File: config.mk
export PLATFORM = sky130hd
export DESIGN_NAME = apb3_master
export DESIGN_NICKNAME = d
export VERILOG_FILES = /design/src/rtl/apb_pkg.sv /design/src/rtl/apb3_master.sv
export SDC_FILE = /design/constraint.sdc
export NUM_CORES = 1
export LEC_CHECK = 0
export ABC_AREA = 1
export CAP_MARGIN = 25
export CELL_PAD_IN_SITES_DETAIL_PLACEMENT = 1
export CELL_PAD_IN_SITES_GLOBAL_PLACEMENT = 1
export CORE_MARGIN = 4
export CORE_UTILIZATION = 43
export DETAILED_ROUTE_END_ITERATION = 12
export DONT_BUFFER_PORTS = 1
export PLACE_DENSITY = 0.75
export SLEW_MARGIN = 20
export SYNTH_ARGS = -nofsm -noshare
export SYNTH_HDL_FRONTEND = slang
export SYNTH_SLANG_ARGS = --single-unit
export TNS_END_PERCENT = 1
File: constraint.sdc
create_clock -name PCLK -period 2.2 [get_ports PCLK]
set_input_delay 0.44 -clock PCLK [delete_from_list [all_inputs] [get_ports PCLK]]
set_output_delay 0.44 -clock PCLK [all_outputs]
set_load 0.02 [all_outputs]
File: src/rtl/apb_pkg.sv
// Shared types and constants for the APB3 requester.
package apb_pkg;

    localparam int APB_ADDR_W = 32;
    localparam int APB_DATA_W = 32;

    // Read data returned when a completer never raises PREADY.
    localparam logic [31:0] APB_TIMEOUT_RDATA = 32'hDEADBEEF;

    typedef enum logic [1:0] {
        IDLE,
        SETUP,
        ACCESS,
        RESP
    } apb_state_e;

endpackage

File: src/rtl/apb3_master.sv
// APB3 requester: one command at a time, SETUP/ACCESS sequencing, PREADY wait
// with a bounded timeout, response held on a valid/ready port until consumed.
module apb3_master
    import apb_pkg::*;
#(
    parameter int ADDR_W  = APB_ADDR_W,
    parameter int DATA_W  = APB_DATA_W,
    parameter int TIMEOUT = 16
) (
    input  logic              PCLK,
    input  logic              PRESET,
    input  logic              cmd_valid,
    output logic              cmd_ready,
    input  logic [ADDR_W-1:0] cmd_addr,
    input  logic              cmd_write,
    input  logic [DATA_W-1:0] cmd_wdata,
    output logic              rsp_valid,
    input  logic              rsp_ready,
    output logic [DATA_W-1:0] rsp_rdata,
    output logic              rsp_err,
    output logic              rsp_timeout,
    output logic              PSEL,
    output logic              PENABLE,
    output logic [ADDR_W-1:0] PADDR,
    output logic              PWRITE,
    output logic [DATA_W-1:0] PWDATA,
    input  logic [DATA_W-1:0] PRDATA,
    input  logic              PREADY,
    input  logic              PSLVERR
);

    localparam int CNT_W = (TIMEOUT == 0) ? 1 : $clog2(TIMEOUT + 1);

    apb_state_e        state_q, state_d;
    logic              psel_q, psel_d;
    logic              penable_q, penable_d;
    logic              pwrite_q, pwrite_d;
    logic [ADDR_W-1:0] paddr_q, paddr_d;
    logic [DATA_W-1:0] pwdata_q, pwdata_d;
    logic              rsp_valid_q, rsp_valid_d;
    logic [DATA_W-1:0] rsp_rdata_q, rsp_rdata_d;
    logic              rsp_err_q, rsp_err_d;
    logic              rsp_timeout_q, rsp_timeout_d;
    logic [CNT_W-1:0]  cnt_q, cnt_d;
    logic              timeout_hit;

    assign timeout_hit = (TIMEOUT != 0) && (cnt_q == CNT_W'(TIMEOUT - 1));

    always_comb begin
        state_d       = state_q;
        psel_d        = psel_q;
        penable_d     = penable_q;
        pwrite_d      = pwrite_q;
        paddr_d       = paddr_q;
        pwdata_d      = pwdata_q;
        rsp_valid_d   = rsp_valid_q;
        rsp_rdata_d   = rsp_rdata_q;
        rsp_err_d     = rsp_err_q;
        rsp_timeout_d = rsp_timeout_q;
        cnt_d         = cnt_q;
        case (state_q)
            IDLE: if (cmd_valid) begin
                state_d   = SETUP;
                paddr_d   = cmd_addr;
                pwrite_d  = cmd_write;
                pwdata_d  = cmd_wdata;
                psel_d    = 1'b1;
                penable_d = 1'b0;
                cnt_d     = '0;
            end
            SETUP: begin
                state_d   = ACCESS;
                penable_d = 1'b1;
            end
            ACCESS: begin
                // PREADY takes priority over a timeout landing in the same cycle.
                if (PREADY || timeout_hit) begin
                    state_d       = RESP;
                    psel_d        = 1'b0;
                    penable_d     = 1'b0;
                    rsp_valid_d   = 1'b1;
                    rsp_rdata_d   = pwrite_q ? '0 : PRDATA;
                    rsp_err_d     = PSLVERR;
                    rsp_timeout_d = 1'b0;
                    if (!PREADY) begin
                        rsp_rdata_d   = DATA_W'(APB_TIMEOUT_RDATA);
                        rsp_err_d     = 1'b1;
                        rsp_timeout_d = 1'b1;
                    end
                end else begin
                    cnt_d = cnt_q + CNT_W'(1);
                end
            end
            RESP: if (rsp_ready) begin
                state_d     = IDLE;
                rsp_valid_d = 1'b0;
            end
            default: state_d = IDLE;
        endcase
    end

    always_ff @(posedge PCLK) begin
        if (PRESET) begin
            state_q       <= IDLE;
            psel_q        <= 1'b0;
            penable_q     <= 1'b0;
            pwrite_q      <= 1'b0;
            paddr_q       <= '0;
            pwdata_q      <= '0;
            rsp_valid_q   <= 1'b0;
            rsp_rdata_q   <= '0;
            rsp_err_q     <= 1'b0;
            rsp_timeout_q <= 1'b0;
            cnt_q         <= '0;
        end else begin
            state_q       <= state_d;
            psel_q        <= psel_d;
            penable_q     <= penable_d;
            pwrite_q      <= pwrite_d;
            paddr_q       <= paddr_d;
            pwdata_q      <= pwdata_d;
            rsp_valid_q   <= rsp_valid_d;
            rsp_rdata_q   <= rsp_rdata_d;
            rsp_err_q     <= rsp_err_d;
            rsp_timeout_q <= rsp_timeout_d;
            cnt_q         <= cnt_d;
        end
    end

    assign cmd_ready   = (state_q == IDLE);
    assign PSEL        = psel_q;
    assign PENABLE     = penable_q;
    assign PWRITE      = pwrite_q;
    assign PADDR       = paddr_q;
    assign PWDATA      = pwdata_q;
    assign rsp_valid   = rsp_valid_q;
    assign rsp_rdata   = rsp_rdata_q;
    assign rsp_err     = rsp_err_q;
    assign rsp_timeout = rsp_timeout_q;

endmodule

==> results of run 1 <==
[worst max-delay path: stages, from the launching register on]
cell and delay, ns:
sky130_fd_sc_hd__dfxtp_1 0.36, sky130_fd_sc_hd__ha_1 0.22, sky130_fd_sc_hd__nand2_1 0.09, sky130_fd_sc_hd__nor2_1 0.05
sky130_fd_sc_hd__ha_1 0.23, sky130_fd_sc_hd__o21ai_2 0.50, sky130_fd_sc_hd__nand2_2 0.16, sky130_fd_sc_hd__nand2_1 0.09
sky130_fd_sc_hd__nand2_1 0.05, sky130_fd_sc_hd__nor2_1 0.08
[synthesized netlist by cell type]
| master | instances |
|---|---|
| sky130_fd_sc_hd__o21ai_1 | 40 |
| sky130_fd_sc_hd__dfxtp_1 | 109 |
| sky130_fd_sc_hd__nand4_1 | 2 |
| sky130_fd_sc_hd__inv_6 | 1 |
| sky130_fd_sc_hd__nor3_2 | 19 |
| sky130_fd_sc_hd__o21ai_2 | 2 |
| sky130_fd_sc_hd__o21ai_0 | 26 |
| sky130_fd_sc_hd__buf_6 | 9 |
| sky130_fd_sc_hd__nor2_1 | 162 |
| sky130_fd_sc_hd__buf_4 | 4 |
| sky130_fd_sc_hd__o22ai_1 | 1 |
| sky130_fd_sc_hd__buf_2 | 7 |
| sky130_fd_sc_hd__inv_2 | 2 |
| sky130_fd_sc_hd__nand3_1 | 17 |
| sky130_fd_sc_hd__nand2_1 | 29 |
| sky130_fd_sc_hd__nand2_2 | 3 |
| sky130_fd_sc_hd__nor2_2 | 1 |
| sky130_fd_sc_hd__inv_1 | 13 |
| sky130_fd_sc_hd__a21oi_1 | 42 |
| sky130_fd_sc_hd__ha_1 | 7 |
| sky130_fd_sc_hd__o211a_1 | 1 |
| sky130_fd_sc_hd__nor2_4 | 1 |
| sky130_fd_sc_hd__nor3_1 | 5 |
| sky130_fd_sc_hd__clkbuf_1 | 14 |
| sky130_fd_sc_hd__nor2_8 | 1 |
[worst paths after layout]
kind	startpoint	end	slack [ns]	cells past startpoint
worst max register to register	cnt_q[0]	cnt_q[1]	0.31	9
worst max-delay path	cnt_q[0]	cnt_q[1]	0.31	9
worst min register to register	cnt_q[4]	cnt_q[4]	0.47	2
worst min-delay path	PRESET	rsp_rdata[12]	0.14	1
[through the flow]
| step | setup slack (ns) | area (µm²) | cells | total power [mW] | hold slack [ns] |
|---|---|---|---|---|---|
| floorplan | 0.689 | 4210 | 518 | 4.70 | 0.439 |
| global placement | 0.439 | 4220 | 618 | 4.91 | 0.453 |
| detailed placement | 0.350 | 4220 | 618 | 5.03 | 0.457 |
| CTS | 0.306 | 4450 | 633 | 6.45 | 0.124 |
| global route | 0.0690 | 4450 | 633 | 6.79 | 0.119 |
| finish | 0.310 | 4450 | 633 | 6.35 | 0.145 |
[area by class of cell]
type	count	share of cell area
clock inverter	5	0.0242
clock buffer	10	0.0287
timing repair buffer	5	0.0140
inverter	16	0.0146
multi-input combinational	359	0.392
sequential	109	0.490
tap	129	0.0362
[kinds of logic (layout without fill, tap and decap cells)]
logic type	count (synthesis)	after routing
and+or+nand+nor	240	240
adders and majority gates	7	7
AOI/OAI and AO/OA	112	112
buffers and inverters	50	36
DFF	109	109
[power groups by stage]
stage               combinational (mW)  clock, mW  sequential [mW]
global placement                  1.55          0             3.37
finish                            1.62       1.40             3.32
CTS                               1.65       1.47             3.34
global route                      1.87       1.54             3.38
detailed placement                1.65          0             3.39
floorplan                         1.45          0             3.25
[layer usage]
layer | GRT usage | up-vias
met2 | 0.320 | 132
met5 | 0 | -
met4 | 0.0566 | 0
met3 | 0.0795 | 12
li1 | - | 1648
met1 | 0.201 | 1552
[flip-flops by register name, indices dropped and copies added (netlist names)]
| signal | count |
|---|---|
| PWRITE | 1 |
| PWDATA | 32 |
| PSEL | 1 |
| rsp_err | 1 |
| PENABLE | 1 |
| rsp_valid | 1 |
| cnt_q | 5 |
| PADDR | 32 |
| state_q | 2 |
| rsp_timeout | 1 |
| rsp_rdata | 32 |
==> impl_metrics.csv, run 1 <==
group,metric,value,unit
cts,clock_input_transition_at_the_sequential_cells_of_the_worst_setup_and_hold_paths,0.11,ns
pwr,power_frac_clock,0.221,
sta,hold_viol,0,
synth,synth.yosys.seq_area_share,0.518,
pwr,power.leakage,1.75,nW
route,met2_wirelength,5400,µm
grt,largest_net_degree_at_the_start_of_global_routing,57,
place,gp_congestion,0.787,
floorplan,rows,35,
floorplan,floorplan.die_area,11400,µm²
sta,worst_margin_slew,0.601,ns
cts,h-tree-depth,3,
grt,antenna_violations_before_repair,0,
floorplan,dieWidth,107,µm
synth,synth_warnings,0,
flow_run,max_capacitance_violation_count,0,
grt,vias_in_the_first_global_route,3443,
grt,grt_pass1_wl,17200,µm
floorplan,initial_utilization,0.450,
sta,worst_clock_skew,0.0121,ns
setup_path,cp-start-kind,"flop",
grt,grt_remaining_overflow,0,
route,final_routed_wire_length_divided_by_cell_count,17.3,µm
route,final_antenna_net_count,0,
setup_path,kind_of_capture_point_of_the_worst_setup_path,"flop",
cts,tritoncts_clock_tree,"built",
synth,postSynthRegisterBits,109,
pwr,net_switching_power,2.61,mW
synth,netlist.top_cell.by_area,"sky130_fd_sc_hd__dfxtp_1",
sta,grt_setup_unrepaired,"no",
grt,globalRouteTotalUtil,0.183,
synth,parity_gate_share_of_the_synthesized_area_counting_xor_and_xnor_cells,0,
cts,worst_skew_pair.late_latency,0.35,ns
route,routed-wl-met3,1240,µm
sta,finalSetupViolations,0,
cells_and_area,fill_cells,1171,
cts,cts_hold_repair.buffers,0,
setup_path,worstPathRequired,2.48,ns
route,detail_route.wirelength.met1,4160,µm
sta,drv_slew,0,
synth,synth_cell_types,25,
cts,numCtsBuffers,9,
route,route.detailed.vias_per_inst,5.28,
floorplan,fp.coreArea,9370,µm²
setup_path,crit_type,"reg -> reg",
synth,synthMuxAreaShare,0,
route,topRoutingLayerUsed,"met4",
sta,fin_crit_sh,0.859,
cells_and_area,num-nets-final,610,
sta,max-slew-margin-rel,0.599,
sta,final.setup.tns,0,ns
pwr,max-vdd-ir-drop,0.569,mV
synth,yosysTopAreaCellShare,0.518,
pwr,switching_share,0.411,
synth,basic_gate_share_of_the_synthesized_area_counting_and_or_nand_and_nor_cells,0.258,
route,drtIter0Drc,122,
cells_and_area,post_route_cells_drive_above_1_share,0.0992,
setup_path,arrival,2.17,ns
cts,clock_sink_count,109,
setup_path,path_max_fanout,14,
route,post-route-drc-count,0,
cells_and_area,post_route_core_utilization,0.475,
cells_and_area,antennaDiodeCount,0,
floorplan,floorplan.io_pins,206,
place,portBuffers,0,
synth,yosys-top-cells-area,"sky130_fd_sc_hd__dfxtp_1, sky130_fd_sc_hd__nor2_1, sky130_fd_sc_hd__a21oi_1",
pwr,power_report.internal_total,3.74,mW
cts,cts_setup_buffers,0,
sta,max_freq,529,MHz
route,dr_total_vias,3344,
synth,syn-cell-area,4210,µm²
cells_and_area,mostFrequentLayoutCell,"sky130_fd_sc_hd__nor2_1",
pwr,power.combinational.fraction,0.256,
cells_and_area,multi_input_area,1750,µm²
synth,combinational_family_with_the_most_area_after_synthesis,"simple AND/OR/NAND/NOR gates",
synth,synthAdderAreaFrac,0.0208,
cts,cts.repair.resized,0,
pwr,p_seq_frac,0.523,
cells_and_area,most-common-layout-cells,"sky130_fd_sc_hd__nor2_1, sky130_fd_sc_hd__dfxtp_1, sky130_fd_sc_hd__a21oi_1",
floorplan,dieHeight,107,µm
cts,ctsLongestPathBuffers,2,
route,drt_pre_antenna_iters,4,
pwr,power_density_of_the_placed_cells,1430,nW/µm²
place,hpwl,8150,µm
sta,period_needed,1.89,ns
cts,clock_tree.root_cell,"sky130_fd_sc_hd__clkbuf_8",
cells_and_area,area_growth_syn_to_layout,5.70,%
worst_hold_path,holdCritPathClass,"in -> reg",
cells_and_area,register_area,2180,µm²
synth,syn-instance-count,518,
run_status,result_of_the_run,"complete, no violations",
synth,syn_area_per_cell,8.14,µm²
route,postRouteWirelength,11000,µm
synth,post_synthesis_compound_gate_area_fraction,0.136,
synth,postSynthNetCount,628,
No activity file was read; power rests on OpenSTA's default activity.
==> inputs of run 2 (changes only) <==
--- a/config.mk
+++ b/config.mk
@@ -10,10 +10,10 @@
 export CELL_PAD_IN_SITES_DETAIL_PLACEMENT = 1
 export CELL_PAD_IN_SITES_GLOBAL_PLACEMENT = 1
 export CORE_MARGIN = 4
-export CORE_UTILIZATION = 43
+export CORE_UTILIZATION = 40
 export DETAILED_ROUTE_END_ITERATION = 12
 export DONT_BUFFER_PORTS = 1
-export PLACE_DENSITY = 0.75
+export PLACE_DENSITY = 0.71
 export SLEW_MARGIN = 20
 export SYNTH_ARGS = -nofsm -noshare
 export SYNTH_HDL_FRONTEND = slang
==> run 2 against run 1 <==
Effect of this change:
- first-iteration DRC count is 55% higher
- die area rose by 6.9%
- largest power group unchanged
- critical path depth shrank 1
- global-route usage is 1.4 points lower
- sequential cell count unchanged
- clock skew shrank 0.00081 ns
- register-to-register slack gained 0.06 ns
- combinational power hardly changed
- critical path type unchanged
- sequential power hardly changed
- hold slack got worse by 0.013 ns
- utilization down 4.4 points
- clock power fell by 17%
==> impl_metrics.csv, run 2 (same netlist as run 1, synthesis figures left out) <==
group,metric,value,unit
run_status,result_of_the_run,"complete, no violations",
cts,h-tree-depth,3,
sta,finalSetupViolations,0,
sta,period_needed,1.83,ns
route,drt_pre_antenna_iters,4,
cts,clock_sink_count,109,
floorplan,fp.coreArea,10300,µm²
cells_and_area,antennaDiodeCount,0,
sta,worst_margin_slew,0.486,ns
cts,worst_skew_pair.late_latency,0.36,ns
route,final_routed_wire_length_divided_by_cell_count,16.8,µm
route,drtIter0Drc,189,
cells_and_area,multi_input_area,1750,µm²
grt,globalRouteTotalUtil,0.170,
setup_path,cp_slowest_stage_delay,0.41,ns
cts,numCtsBuffers,9,
cts,clock_tree.root_cell,"sky130_fd_sc_hd__clkbuf_8",
floorplan,floorplan.die_area,12200,µm²
cells_and_area,final-instance-count-excl-fill,641,
sta,drv_slew,0,
cts,cts.repair.resized,0,
place,hpwl,7950,µm
setup_path,crit_cells,8,
sta,grt_setup_unrepaired,"no",
pwr,power.leakage,1.73,nW
cells_and_area,register_area,2180,µm²
cts,ctsLongestPathBuffers,2,
setup_path,slowest_stage,"sky130_fd_sc_hd__dfxtp_1",
setup_path,crit_path_start,"cnt_q[0]",
setup_path,crit_path_end,"rsp_rdata[24]",
setup_path,crit_type,"reg -> reg",
setup_path,timing.critical_path.buf_inv,0,
cells_and_area,area_growth_syn_to_layout,5.14,%
route,post-route-drc-count,0,
setup_path,worst_r2r_endpoint,"rsp_rdata[24]",
setup_path,cp-start-kind,"flop",
route,route.detailed.vias_per_inst,5.18,
setup_path,kind_of_capture_point_of_the_worst_setup_path,"flop",
worst_hold_path,holdCritPathClass,"in -> reg",
sta,final.setup.tns,0,ns
setup_path,r2r_start,"cnt_q[0]",
setup_path,cp_cell_sequence,"ha_1, nand2_1, nor2_1, ha_1, nor2_4, nor2_8, nand3_1, a21oi_1",
floorplan,dieHeight,111,µm
cells_and_area,mostFrequentLayoutCell,"sky130_fd_sc_hd__nor2_1",
setup_path,worstPathRequired,2.49,ns
cells_and_area,post_route_core_utilization,0.431,
route,postRouteWirelength,10800,µm
grt,grt_pass1_wl,17400,µm
setup_path,crit_top_cell,"sky130_fd_sc_hd__ha_1",
pwr,max-vdd-ir-drop,0.651,mV
floorplan,rows,37,
route,dr_total_vias,3318,
cells_and_area,fill_cells,1267,
sta,max_freq,546,MHz
place,portBuffers,0,
sta,max-slew-margin-rel,0.675,
floorplan,dieWidth,111,µm
cts,cts_setup_buffers,0,
setup_path,path_max_fanout,35,
route,final_antenna_net_count,0,
flow_run,max_capacitance_violation_count,0,
cts,clock_input_transition_at_the_sequential_cells_of_the_worst_setup_and_hold_paths,0.11,ns
grt,vias_in_the_first_global_route,3378,
cells_and_area,num-nets-final,610,
sta,hold_viol,0,
cts,tritoncts_clock_tree,"built",
place,placed_cells_incl_taps,625,
setup_path,r2r_setup_slack,0.37,ns
cells_and_area,post_route_cells_drive_above_1_share,0.103,
setup_path,crit_family,"simple AND/OR/NAND/NOR gates",
sta,worst_clock_skew,0.0113,ns
setup_path,arrival,2.12,ns
sta,fin_crit_sh,0.832,
cells_and_area,most-common-layout-cells,"sky130_fd_sc_hd__nor2_1, sky130_fd_sc_hd__dfxtp_1, sky130_fd_sc_hd__a21oi_1",
pwr,power_density_of_the_placed_cells,1380,nW/µm²
floorplan,floorplan.io_pins,206,
grt,antenna_violations_before_repair,0,
floorplan,initial_utilization,0.410,
place,gp_congestion,0.744,
grt,grt_remaining_overflow,0,
cts,cts_hold_repair.buffers,0,
grt,largest_net_degree_at_the_start_of_global_routing,65,
setup_path,worst_reg_to_reg_cells,8,
run 2: through the flow:
stage / setup slack (ns) / total power [mW] / hold slack (ns) / cell area (µm²)
after floorplan: 0.689 / 4.70 / 0.439 / 4210
after global placement: 0.473 / 4.94 / 0.445 / 4240
after detailed placement: 0.380 / 5.04 / 0.464 / 4240
after CTS: 0.366 / 6.22 / 0.104 / 4430
after global routing: 0.173 / 6.59 / 0.0980 / 4430
final: 0.369 / 6.12 / 0.132 / 4430
run 2: final cells by class:
cell class | instances | share of cell area
repair buffers | 5 | 0.0169
clock buffers | 10 | 0.0311
inverters | 16 | 0.0147
clock inverters | 6 | 0.0119
flip-flops and latches | 109 | 0.493
multi-input cells | 359 | 0.395
well taps | 136 | 0.0384
run 2: power by group:
group / internal [mW] / switching (mW) / total, mW
clock: 0.466 / 0.696 / 1.16
combinational: 0.547 / 1.08 / 1.63
sequential: 2.44 / 0.881 / 3.33
total: 3.46 / 2.66 / 6.12
run 2: worst min path at each step:
| stage | cells after the start | startpoint | slack, ns | end |
|---|---|---|---|---|
| finish | 1 | PRESET | 0.13 | rsp_rdata[10] |
| global placement | 2 | cnt_q[4] | 0.45 | cnt_q[4] |
| floorplan | 2 | cnt_q[4] | 0.44 | cnt_q[4] |
| detailed placement | 2 | cnt_q[4] | 0.46 | cnt_q[4] |
| CTS | 1 | PRESET | 0.10 | rsp_rdata[10] |
| global route | 1 | PRESET | 0.1 | rsp_rdata[10] |
run 2: metal layers:
metal	wire length [µm]	GRT usage
met4	158	0.0624
met2	5050	0.277
met1	4520	0.203
met3	1060	0.0647
met5	0	0
==> inputs of run 3 (changes only) <==
--- a/config.mk
+++ b/config.mk
@@ -10,10 +10,10 @@
 export CELL_PAD_IN_SITES_DETAIL_PLACEMENT = 1
 export CELL_PAD_IN_SITES_GLOBAL_PLACEMENT = 1
 export CORE_MARGIN = 4
-export CORE_UTILIZATION = 40
+export CORE_UTILIZATION = 39
 export DETAILED_ROUTE_END_ITERATION = 12
 export DONT_BUFFER_PORTS = 1
-export PLACE_DENSITY = 0.71
+export PLACE_DENSITY = 0.72
 export SLEW_MARGIN = 20
 export SYNTH_ARGS = -nofsm -noshare
 export SYNTH_HDL_FRONTEND = slang
==> constraint.sdc (replaced) <==
create_clock -name PCLK -period 1.6 [get_ports PCLK]
set_input_delay 0.32 -clock PCLK [delete_from_list [all_inputs] [get_ports PCLK]]
set_output_delay 0.32 -clock PCLK [all_outputs]
set_load 0.02 [all_outputs]
==> run 3 against run 2 <==
Effect of this change:
- cell count grew 3.3%
- count of clock-buffer cells in the layout is 1 higher
- non-clock buffer count increased by 21
- first-iteration DRC count shrank 33%
- largest cell class unchanged
==> impl_metrics.csv, run 3 (same netlist as run 1, synthesis figures left out) <==
group,metric,value,unit
floorplan,initial_utilization,0.405,
cells_and_area,mostFrequentLayoutCell,"sky130_fd_sc_hd__nor2_1",
route,post-route-drc-count,0,
setup_path,crit_path_end,"rsp_rdata[26]",
setup_path,kind_of_capture_point_of_the_worst_setup_path,"flop",
floorplan,floorplan.die_area,12500,µm²
cells_and_area,post_route_cells_drive_above_1_share,0.169,
place,gp_congestion,0.732,
setup_path,worstPathRequired,1.85,ns
cts,ctsLongestPathBuffers,2,
setup_path,arrival,1.82,ns
route,final_antenna_net_count,0,
sta,fin_crit_sh,0.983,
cells_and_area,layout.cell_area.non_filler,4790,µm²
setup_path,worst_reg_to_reg_cells,9,
pwr,p_seq_frac,0.512,
cells_and_area,area_growth_syn_to_layout,13.7,%
sta,worst_clock_skew,0.00736,ns
cts,numCtsBuffers,9,
cells_and_area,most-common-layout-cells,"sky130_fd_sc_hd__nor2_1, sky130_fd_sc_hd__dfxtp_1, sky130_fd_sc_hd__o21ai_1, sky130_fd_sc_hd__a21oi_1, sky130_fd_sc_hd__nand2_1",
setup_path,r2r_setup_slack,0.03,ns
cells_and_area,num-nets-final,632,
cells_and_area,post_route_core_utilization,0.460,
setup_path,path_max_fanout,12,
pwr,power.leakage,1.88,nW
cells_and_area,fill_cells,1234,
sta,max-slew-margin-rel,0.696,
place,hpwl,8270,µm
floorplan,dieHeight,112,µm
cts,clock_tree.root_cell,"sky130_fd_sc_hd__clkbuf_8",
setup_path,crit_path_start,"cnt_q[0]",
route,drt_pre_antenna_iters,4,
cts,clock_sink_count,109,
sta,final.setup.tns,0,ns
setup_path,worst_r2r_endpoint,"rsp_rdata[26]",
cts,h-tree-depth,3,
pwr,max-vdd-ir-drop,0.715,mV
route,route.detailed.vias_per_inst,5.20,
worst_hold_path,holdCritPathClass,"in -> reg",
route,dr_total_vias,3445,
setup_path,cp-start-kind,"flop",
run_status,result_of_the_run,"complete, no violations",
setup_path,slowest_stage,"sky130_fd_sc_hd__dfxtp_2",
route,postRouteWirelength,11800,µm
grt,globalRouteTotalUtil,0.175,
cells_and_area,antennaDiodeCount,0,
setup_path,crit_family,"simple AND/OR/NAND/NOR gates",
cts,tritoncts_clock_tree,"built",
floorplan,dieWidth,112,µm
grt,grt_pass1_wl,18000,µm
pwr,total_power,8.98,mW
sta,max_freq,636,MHz
setup_path,cp_cell_sequence,"ha_4, nand2_4, nor2_4, ha_4, nor2_4, nor2_8, clkbuf_16, nor2_1, nor3_2",
sta,finalSetupViolations,0,
sta,hold_viol,0,
pwr,net_switching_power,3.76,mW
pwr,power_density_of_the_placed_cells,1870,nW/µm²
place,portBuffers,0,
pwr,power_report.internal_total,5.22,mW
grt,largest_net_degree_at_the_start_of_global_routing,44,
setup_path,crit_type,"reg -> reg",
route,drtIter0Drc,126,
setup_path,crit_cells,9,
floorplan,fp.coreArea,10400,µm²
setup_path,timing.critical_path.buf_inv,1,
flow_run,max_capacitance_violation_count,0,
sta,worst_margin_slew,0.455,ns
grt,antenna_violations_before_repair,0,
route,final_routed_wire_length_divided_by_cell_count,17.8,µm
floorplan,rows,37,
pwr,power.combinational.fraction,0.303,
place,placement.cell_area,4340,µm²
grt,vias_in_the_first_global_route,3492,
cts,worst_skew_pair.late_latency,0.36,ns
floorplan,floorplan.io_pins,206,
sta,drv_slew,0,
pwr,switching_share,0.419,
sta,period_needed,1.57,ns
cts,clock_input_transition_at_the_sequential_cells_of_the_worst_setup_and_hold_paths,0.09,ns
grt,grt_remaining_overflow,0,
setup_path,cp_slowest_stage_delay,0.35,ns
sta,grt_setup_unrepaired,"yes",
pwr,power_frac_clock,0.186,
setup_path,r2r_start,"cnt_q[0]",
==> run 3: cell count changes in the layout (fill, tap and decap cells not counted), sizes merged <==
| cell | before | now |
|---|---|---|
| buf | 5 | 22 |
| bufinv | 0 | 1 |
| clkbuf | 10 | 13 |
| clkinv | 1 | 2 |
| dlygate4sd3 | 0 | 2 |
| inv | 20 | 16 |
| nor2 | 165 | 166 |
==> run 3: per-layer routing <==
layer / GRT usage / routed length, µm
met5: 0 / 0
met4: 0.0705 / 204
met3: 0.0587 / 1100
met2: 0.306 / 5950
met1: 0.197 / 4530
==> run 3: worst register-to-register path, delay by kind of cell, from the launching register on <==
kind | cells | cell delay [ns]
and+or+nand+nor | 6 | 0.61
DFF | 1 | 0.35
adders and majority gates | 2 | 0.33
buffers and inverters | 1 | 0.18
==> run 3: power groups by stage <==
| stage | combinational (mW) | sequential (mW) | clock [mW] |
|---|---|---|---|
| after detailed placement | 2.46 | 4.66 | 0 |
| after global placement | 2.32 | 4.63 | 0 |
| final | 2.72 | 4.59 | 1.67 |
| after floorplan | 1.99 | 4.47 | 0 |
| after CTS | 2.50 | 4.60 | 1.75 |
| after global routing | 3.07 | 4.68 | 1.88 |
==> run 3: area by class of cell <==
type | count | area (µm²) | area share
sequential | 109 | 2190 | 0.456
tap | 136 | 170 | 0.0355
timing repair buffer | 26 | 309 | 0.0645
inverter | 16 | 65.1 | 0.0136
clock buffer | 11 | 151 | 0.0316
multi-input combinational | 360 | 1860 | 0.389
clock inverter | 4 | 47.5 | 0.00992
==> run 3: worst min path at each step <==
stage / from / to / slack [ns] / cells past startpoint
after floorplan: cnt_q[4] / cnt_q[4] / 0.44 / 2
after global placement: PRESET / rsp_rdata[26] / 0.40 / 1
after detailed placement: PRESET / rsp_rdata[21] / 0.40 / 1
after CTS: PRESET / rsp_rdata[0] / 0.005 / 1
after global routing: PRESET / rsp_rdata[0] / 0.0001 / 1
final: PRESET / rsp_rdata[0] / 0.03 / 1
==> run 3: timing repair <==
action | CTS | global route
pin swaps | 0 | 6
setup endpoints to repair | 35 | 76
resized for setup | 6 | 23
endpoints found under the hold margin | 32 | 0
setup buffers | 0 | 5
cloned | 0 | 3
hold buffers | 3 | 0
==> run 3: metrics by stage <==
step,setup slack (ns),hold slack (ns),instances
after CTS,-0.0490,0.00501,654
after global placement,-0.0162,0.396,636
after global routing,-0.0687,0.000118,662
after detailed placement,-0.0660,0.398,636
final,0.0276,0.0335,662
after floorplan,0.0886,0.439,518
